### config.mk
export PLATFORM = sky130hd
export DESIGN_NAME = eh2_bp_ghr_fold
export DESIGN_NICKNAME = d
export VERILOG_FILES = /design/src/rtl/eh2_bp_ghr_fold.sv
export SDC_FILE = /design/constraint.sdc
export NUM_CORES = 1
export LEC_CHECK = 0
export CORE_MARGIN = 2
export CORE_UTILIZATION = 45
export DETAILED_ROUTE_END_ITERATION = 10
export HOLD_SLACK_MARGIN = 0.03
export PLACE_DENSITY = 0.82
export SLEW_MARGIN = 20
export SYNTH_ARGS = -nofsm -noshare
export SYNTH_HDL_FRONTEND = slang
export SYNTH_SLANG_ARGS = --single-unit
### constraint.sdc
create_clock -name clk -period 2.5 [get_ports clk]
set_input_delay 0.75 -clock clk [delete_from_list [all_inputs] [get_ports clk]]
set_output_delay 0.75 -clock clk [all_outputs]
set_load 0.1 [all_outputs]
### src/rtl/eh2_bp_ghr_fold.sv
`default_nettype none
// ============================================================================
// Module   : eh2_bp_ghr_fold
// Brief    : Per-thread global-history manager. Holds architectural and
//            speculative GHRs, an incrementally folded copy of the
//            speculative GHR used to form the BHT index, and an in-flight
//            prediction counter that provides backpressure.
// Revision : 1.0 - initial release
// ============================================================================
module eh2_bp_ghr_fold #(
    parameter int NUM_THREADS = 2,
    parameter int GHR_SIZE    = 9,
    parameter int FOLD_W      = 7,
    parameter int INFL_DEPTH  = 4
) (
    input  logic                                   clk,
    input  logic                                   rst,
    input  logic [NUM_THREADS-1:0]                 pred_valid,
    input  logic [NUM_THREADS-1:0]                 pred_taken,
    output logic [NUM_THREADS-1:0]                 pred_ready,
    input  logic [NUM_THREADS-1:0]                 cmt_valid,
    input  logic [NUM_THREADS-1:0]                 cmt_taken,
    input  logic [NUM_THREADS-1:0]                 cmt_mp,
    input  logic [NUM_THREADS-1:0]                 flush,
    input  logic [NUM_THREADS-1:0][FOLD_W-1:0]     pc_hash,
    output logic [NUM_THREADS-1:0][FOLD_W-1:0]     bht_index,
    output logic [NUM_THREADS-1:0][GHR_SIZE-1:0]   ghr_spec,
    output logic [NUM_THREADS-1:0][GHR_SIZE-1:0]   ghr_arch,
    output logic [NUM_THREADS-1:0][3:0]            infl_cnt
);

    // Fold position where the bit falling off the top of the GHR used to sit
    // after one rotation of the folded value.
    localparam int                c_EVICT_POS    = GHR_SIZE % FOLD_W;
    localparam logic [FOLD_W-1:0] c_EVICT_ONEHOT = (FOLD_W)'(1) << c_EVICT_POS;
    localparam logic [3:0]        c_DEPTH        = 4'(INFL_DEPTH);

    // Full XOR fold: bit j of the history lands on fold bit (j mod FOLD_W).
    function automatic logic [FOLD_W-1:0] fold_full(input logic [GHR_SIZE-1:0] h);
        logic [FOLD_W-1:0] f;
        f = '0;
        for (int j = 0; j < GHR_SIZE; j++) begin
            f[j % FOLD_W] = f[j % FOLD_W] ^ h[j];
        end
        return f;
    endfunction

    // Rotate left by one; written as a loop so FOLD_W == 1 needs no special case.
    function automatic logic [FOLD_W-1:0] rotl1(input logic [FOLD_W-1:0] f);
        logic [FOLD_W-1:0] r;
        r = '0;
        for (int i = 0; i < FOLD_W; i++) begin
            r[(i + 1) % FOLD_W] = f[i];
        end
        return r;
    endfunction

    for (genvar t = 0; t < NUM_THREADS; t++) begin : g_thread
        logic [GHR_SIZE-1:0] r_spec;
        logic [GHR_SIZE-1:0] r_arch;
        logic [FOLD_W-1:0]   r_fold;
        logic [3:0]          r_cnt;

        logic                w_ready;
        logic                w_repair;
        logic                w_accept;
        logic [GHR_SIZE-1:0] w_arch_nxt;
        logic [FOLD_W-1:0]   w_fold_inc;

        assign w_ready    = (r_cnt < c_DEPTH);
        // Mispredict and flush both rebuild speculation from the committed history.
        assign w_repair   = flush[t] | (cmt_valid[t] & cmt_mp[t]);
        assign w_accept   = pred_valid[t] & w_ready & ~w_repair;
        assign w_arch_nxt = cmt_valid[t] ? {r_arch[GHR_SIZE-2:0], cmt_taken[t]} : r_arch;
        // Shifting the GHR rotates every fold contribution by one; the new bit
        // enters at 0 and the evicted oldest bit is cancelled at its rotated slot.
        assign w_fold_inc = rotl1(r_fold)
                          ^ (FOLD_W)'(pred_taken[t])
                          ^ (r_spec[GHR_SIZE-1] ? c_EVICT_ONEHOT : '0);

        // History, fold and in-flight counter state for this thread.
        always_ff @(posedge clk or posedge rst) begin
            if (rst) begin
                r_spec <= '0;
                r_arch <= '0;
                r_fold <= '0;
                r_cnt  <= '0;
            end else begin
                r_arch <= w_arch_nxt;
                if (w_repair) begin
                    r_spec <= w_arch_nxt;
                    r_fold <= fold_full(w_arch_nxt);
                    r_cnt  <= '0;
                end else begin
                    if (w_accept) begin
                        r_spec <= {r_spec[GHR_SIZE-2:0], pred_taken[t]};
                        r_fold <= w_fold_inc;
                    end
                    // A commit with nothing in flight leaves the count pinned at zero.
                    if (w_accept && !cmt_valid[t]) begin
                        r_cnt <= r_cnt + 4'd1;
                    end else if (!w_accept && cmt_valid[t] && (r_cnt != 4'd0)) begin
                        r_cnt <= r_cnt - 4'd1;
                    end
                end
            end
        end

        // A commit must always have a matching in-flight prediction.
        a_cmt_underflow : assert property (@(posedge clk) disable iff (rst)
            !(cmt_valid[t] && (r_cnt == 4'd0)));

        assign pred_ready[t] = w_ready;
        assign bht_index[t]  = pc_hash[t] ^ r_fold;
        assign ghr_spec[t]   = r_spec;
        assign ghr_arch[t]   = r_arch;
        assign infl_cnt[t]   = r_cnt;
    end

endmodule
`default_nettype wire

## After elaboration in Yosys (flattened, before gate mapping)

Index checks and enable logic that the tools add are counted.

| operators by class | value |
|---|---|
| bitwise logic cells | 20 |
| magnitude comparators | 2 |
| muxes and demuxes | 18 |
| reduce and logical (&&, ||, !) cells | 16 |
| add/subtract/negate cells | 4 |

Operators with widths:

| kind | count |
|---|---|
| 2-to-1 mux 9 bit | 6 |
| 2-to-1 mux 7 bit | 4 |
| 2-to-1 mux 4 bit | 6 |
| bitwise XOR 7 x 1 -> 7 bit | 2 |
| bitwise XOR 7 x 3 -> 7 bit | 2 |
| bitwise XOR 7 bit | 2 |
| adder 4 x 1 -> 4 bit (second input constant) | 2 |
| less-than comparator 4 x 3 -> 1 bit (second input constant) | 2 |
| nonzero test 4 bit | 2 |
| subtractor 4 x 1 -> 4 bit (second input constant) | 2 |
| AND 1 bit | 6 |
| logical AND 1 bit | 6 |
| 2-to-1 mux 3 bit | 2 |
| nonzero test 3 bit | 2 |
| zero test 1 bit | 4 |
| nonzero test 2 bit | 2 |
| bitwise XOR 1 bit | 4 |
| inverter 1 bit | 2 |
| OR 1 bit | 2 |

| storage, ports and cells | value |
|---|---|
| output and inout port bits | 60 |
| input bits | 28 |
| word-level logic and storage cells | 68 |
| register bits after elaboration | 58 |

## Longest topological paths before layout

| logic depth | value |
|---|---|
| depth after elaboration | 10 |
| gate-level depth with buffers | 8 |
| gate-level depth less buffers | 8 |

## Worst setup path before layout

No wires, ideal clock.

| timing | value |
|---|---|
| path kind | input-to-output |
| start point | in pc_hash[0] in the netlist's numbering |
| end point | out bht_index[0] in the netlist's numbering |
| setup slack | -0.416 ns |
| data arrival time | 2.166 ns |
| stages | 1 |
| required time | 1.750 ns |
| buffers on the path | 0 |
| cell sequence | xor2_1 |

| on the way | value |
|---|---|
| word-level cells in the longest chain between the ends | 1 |

RTL lines:

| item | line | text |
|---|---|---|
| from (decl) | 25 | `input logic [NUM_THREADS-1:0][FOLD_W-1:0] pc_hash,` |
| bitwise XOR 7 bit | 114 | `assign bht_index[t] = pc_hash[t] ^ r_fold;` |
| to (decl) | 26 | `output logic [NUM_THREADS-1:0][FOLD_W-1:0] bht_index,` |

Every way passes these cells.

==> impl_results.md <==
* CTS sink cnt at just under 60
* Post-synth net total at approximately 330
* Cell count after placement at approximately 470
* Core Region at between 0.006 and 0.007 mm2
* GP Congestion at approximately 0.77
* Crit-path max FO at 1
* Commonest non-fill, non-tap cells in the layout: nand2_1 (62), buf_4 (59), dfrtp_1 (54)
* DRC at 0
* Count of final hold-check violations at 0
* Req. time, crit path at roughly 1.8 ns
* Row count at 29
* Max_slew headroom at 67.6%
* # port buffers at 87
* Vias at about 2.6k
* Startpoint Class: input pin
* CP Class: input pin to primary output
* Ys flop type: dfrtp_1
* Global-route wire length before repair at 12.7 mm
* Met2 usage at roughly 36%
* Worst hold-check path type: flop to flop
* # IOs at 88
* Final period util at a little over nine tenths
* Worst Setup End Kind: primary output
* Worst-path cell chain: clkdlybuf4s50_1, xor2_2, buf_12
* Worst-Skew Late Latency at about 0.33 ns
* # setup viols final at 0
* Cts bufs inserted at 9
* CTS clock-pin slew for the worst setup and hold paths at approximately 0.060 ns
* Number of H-tree levels at 3
* Met1 Track Usage GR at between 20% and 30%
* RSZ-0062 raised after global routing: false
* DIE WIDTH at ~86 um
* Synth warn at 0
* Flops & latches, synth at 58
* Busiest grt layer: met2
* Fill count at slightly below 500
* Final critical-path setup slack at ~0.052 ns
* Chip height at between 80 and 90 um
* Synth async-reset ratio at 100%
* Max Freq at ~0.4 GHz
* Hold path depth at 1
* Final core utilization at a little over two thirds
* Pre-CTS WS at -0.498 ns
* Initial antenna violation count at 0
* RR Endpoint: g_thread[0].r_cnt[3]
* Post-synth EDFFs at 0
* Max-slew violations at 0
* Cells after synthesis at 300
* Crit-path max cell delay at between 0.5 and 0.6 ns
* Max Clock Skew at approximately 0.0058 ns
* Post-route ant nets at 0
* Via count of the first global-routing pass at 2,626
* Commonest non-fill, non-tap cell in the layout: nand2_1
* Dpl hpwl at 5.48 mm
* DIE AREA at 0.00731 mm2
* Drt first-iter violations at roughly 190
* R2R setup slack at around 0.27 ns
* Crit path DAT at 1.70 ns
* Status: finished clean
* Mean post-synth cell area at 9.96 um2
* # hold bufs at CTS at 0
* Wire per inst at around 16 um
* Pin count of the biggest net entering global routing at 59
* Hold endpoint: g_thread[0].r_arch[4]
* Worst-margin pin slew at ~0.49 ns
* Post-Syn Area at 0.00299 mm2
* Initial Util at 46.8%
* Syn-to-layout area delta at 48.5%
* Vias per inst at approximately 5.3
* Antenna diode count at 0
* CTS tree: done
* Hold Crit Start: g_thread[0].r_arch[3]
* DRT Pass-1 Iters at 4
* Detailed-route wire length at roughly 7.6 mm
* Met3 GRT Util at roughly 6.9%
* All-Layer GR Usage at ~22%
* GRT Residual Overflow at 0
* Share of the yosys chip area belonging to registers at between 40% and 50%
* Final Critical Period at approximately 2.4 ns
* Critical R2R Launch: g_thread[0].r_cnt[2]
* Distinct cells, synth at 38
* R2R depth at 8
* Fin cells at about 480
* Longest Clk Path Bufs at 2
* Clock root cell: clkbuf_8
* Maxcap violations at 0
* Nets at 436
* Share of post-route cells with drive strength above 1 at a little over a third
* Slowest cell on crit path: clkdlybuf4s50_1
* Post-Route Hold Slack at approximately 0.56 ns
==> worst max-delay path by stage <==
stage / start / end / slack, ns / depth (start not counted)
after floorplan: pred_valid[1] / g_thread[1].r_cnt[3] / 0.002 / 8
after global placement: pred_valid[1] / g_thread[1].r_cnt[3] / -0.39 / 8
after detailed placement: pred_valid[1] / g_thread[1].r_cnt[3] / -0.50 / 8
after CTS: pred_valid[1] / g_thread[1].r_cnt[3] / 0.005 / 8
after global routing: pc_hash[13] / bht_index[13] / 0.007 / 3
final: pc_hash[13] / bht_index[13] / 0.05 / 3
==> metrics by stage <==
| stage | setup TNS (ns) | area [um2] |
|---|---|---|
| 3_5_place_dp | -2.03 | 4200 |
| 6_report | 0 | 4440 |
| 5_1_grt | 0 | 4440 |
| 2_1_floorplan | 0 | 3100 |
| 4_1_cts | 0 | 4410 |
| 3_3_place_gp | -1.68 | 4200 |
==> Yosys cell counts, drive strengths merged (4+ instances only) <==
cell type	instances	share of area [%]
nand2	62	7.8
dfrtp	58	49
nor2	36	4.8
a31oi	28	5.9
mux2	18	6.8
xor2	18	5.3
buf	11	2.2
xnor2	10	2.9
a21oi	9	1.8
inv	8	1.0
o21ai	8	1.3
ha	4	1.7
==> cell families (layout without fill, tap and decap cells) <==
| family | after synthesis | count (layout) | share of synthesized area, % |
|---|---|---|---|
| buffers and inverters | 22 | 127 | 3.56 |
| xor gates and xnor gates | 28 | 28 | 8.20 |
| DFF | 58 | 58 | 48.6 |
| and+or+nand+nor | 110 | 110 | 16.0 |
| adders and majority gates | 6 | 6 | 3.01 |
| AOI/OAI and AO/OA | 56 | 56 | 13.2 |
| muxes | 20 | 20 | 7.45 |
==> layout make-up <==
class	count	area (um2)	area share (%)
Tap cell	77	96.3	2.17
Multi-Input combinational cell	220	1600	36.0
Clock buffer	14	163	3.66
Sequential cell	58	1460	32.8
Inverter	8	30.0	0.676
Timing Repair Buffer	105	1100	24.7
==> flip-flops by register name, summed over array words and instances, names as in the netlist <==
name	flops
g_thread.r_arch	18
g_thread.r_cnt	8
g_thread.r_fold	14
g_thread.r_spec	18
==> worst max-delay path, delay by kind of cell <==
family,cells,cell delay (ns)
buf+inv,2,0.73
xor+xnor,1,0.21
==> layer usage <==
| metal | vias to the layer above | wire (um) | part of all wire [%] |
|---|---|---|---|
| li1 | 1215 | - | - |
| met1 | 1263 | 3150 | 41 |
| met2 | 92 | 3820 | 50 |
| met3 | 8 | 557 | 7.3 |
| met4 | 0 | 78 | 1.0 |
| met5 | - | 0 | 0 |
==> timing repair <==
action	CTS	global route
resized for setup	7	7
buffers inserted	1	1
pin swaps	5	7
endpoints found under the setup margin	2	4
Power is not shown: default switching activity piles up to over one toggle a cycle in this logic, so the estimate is an artifact.
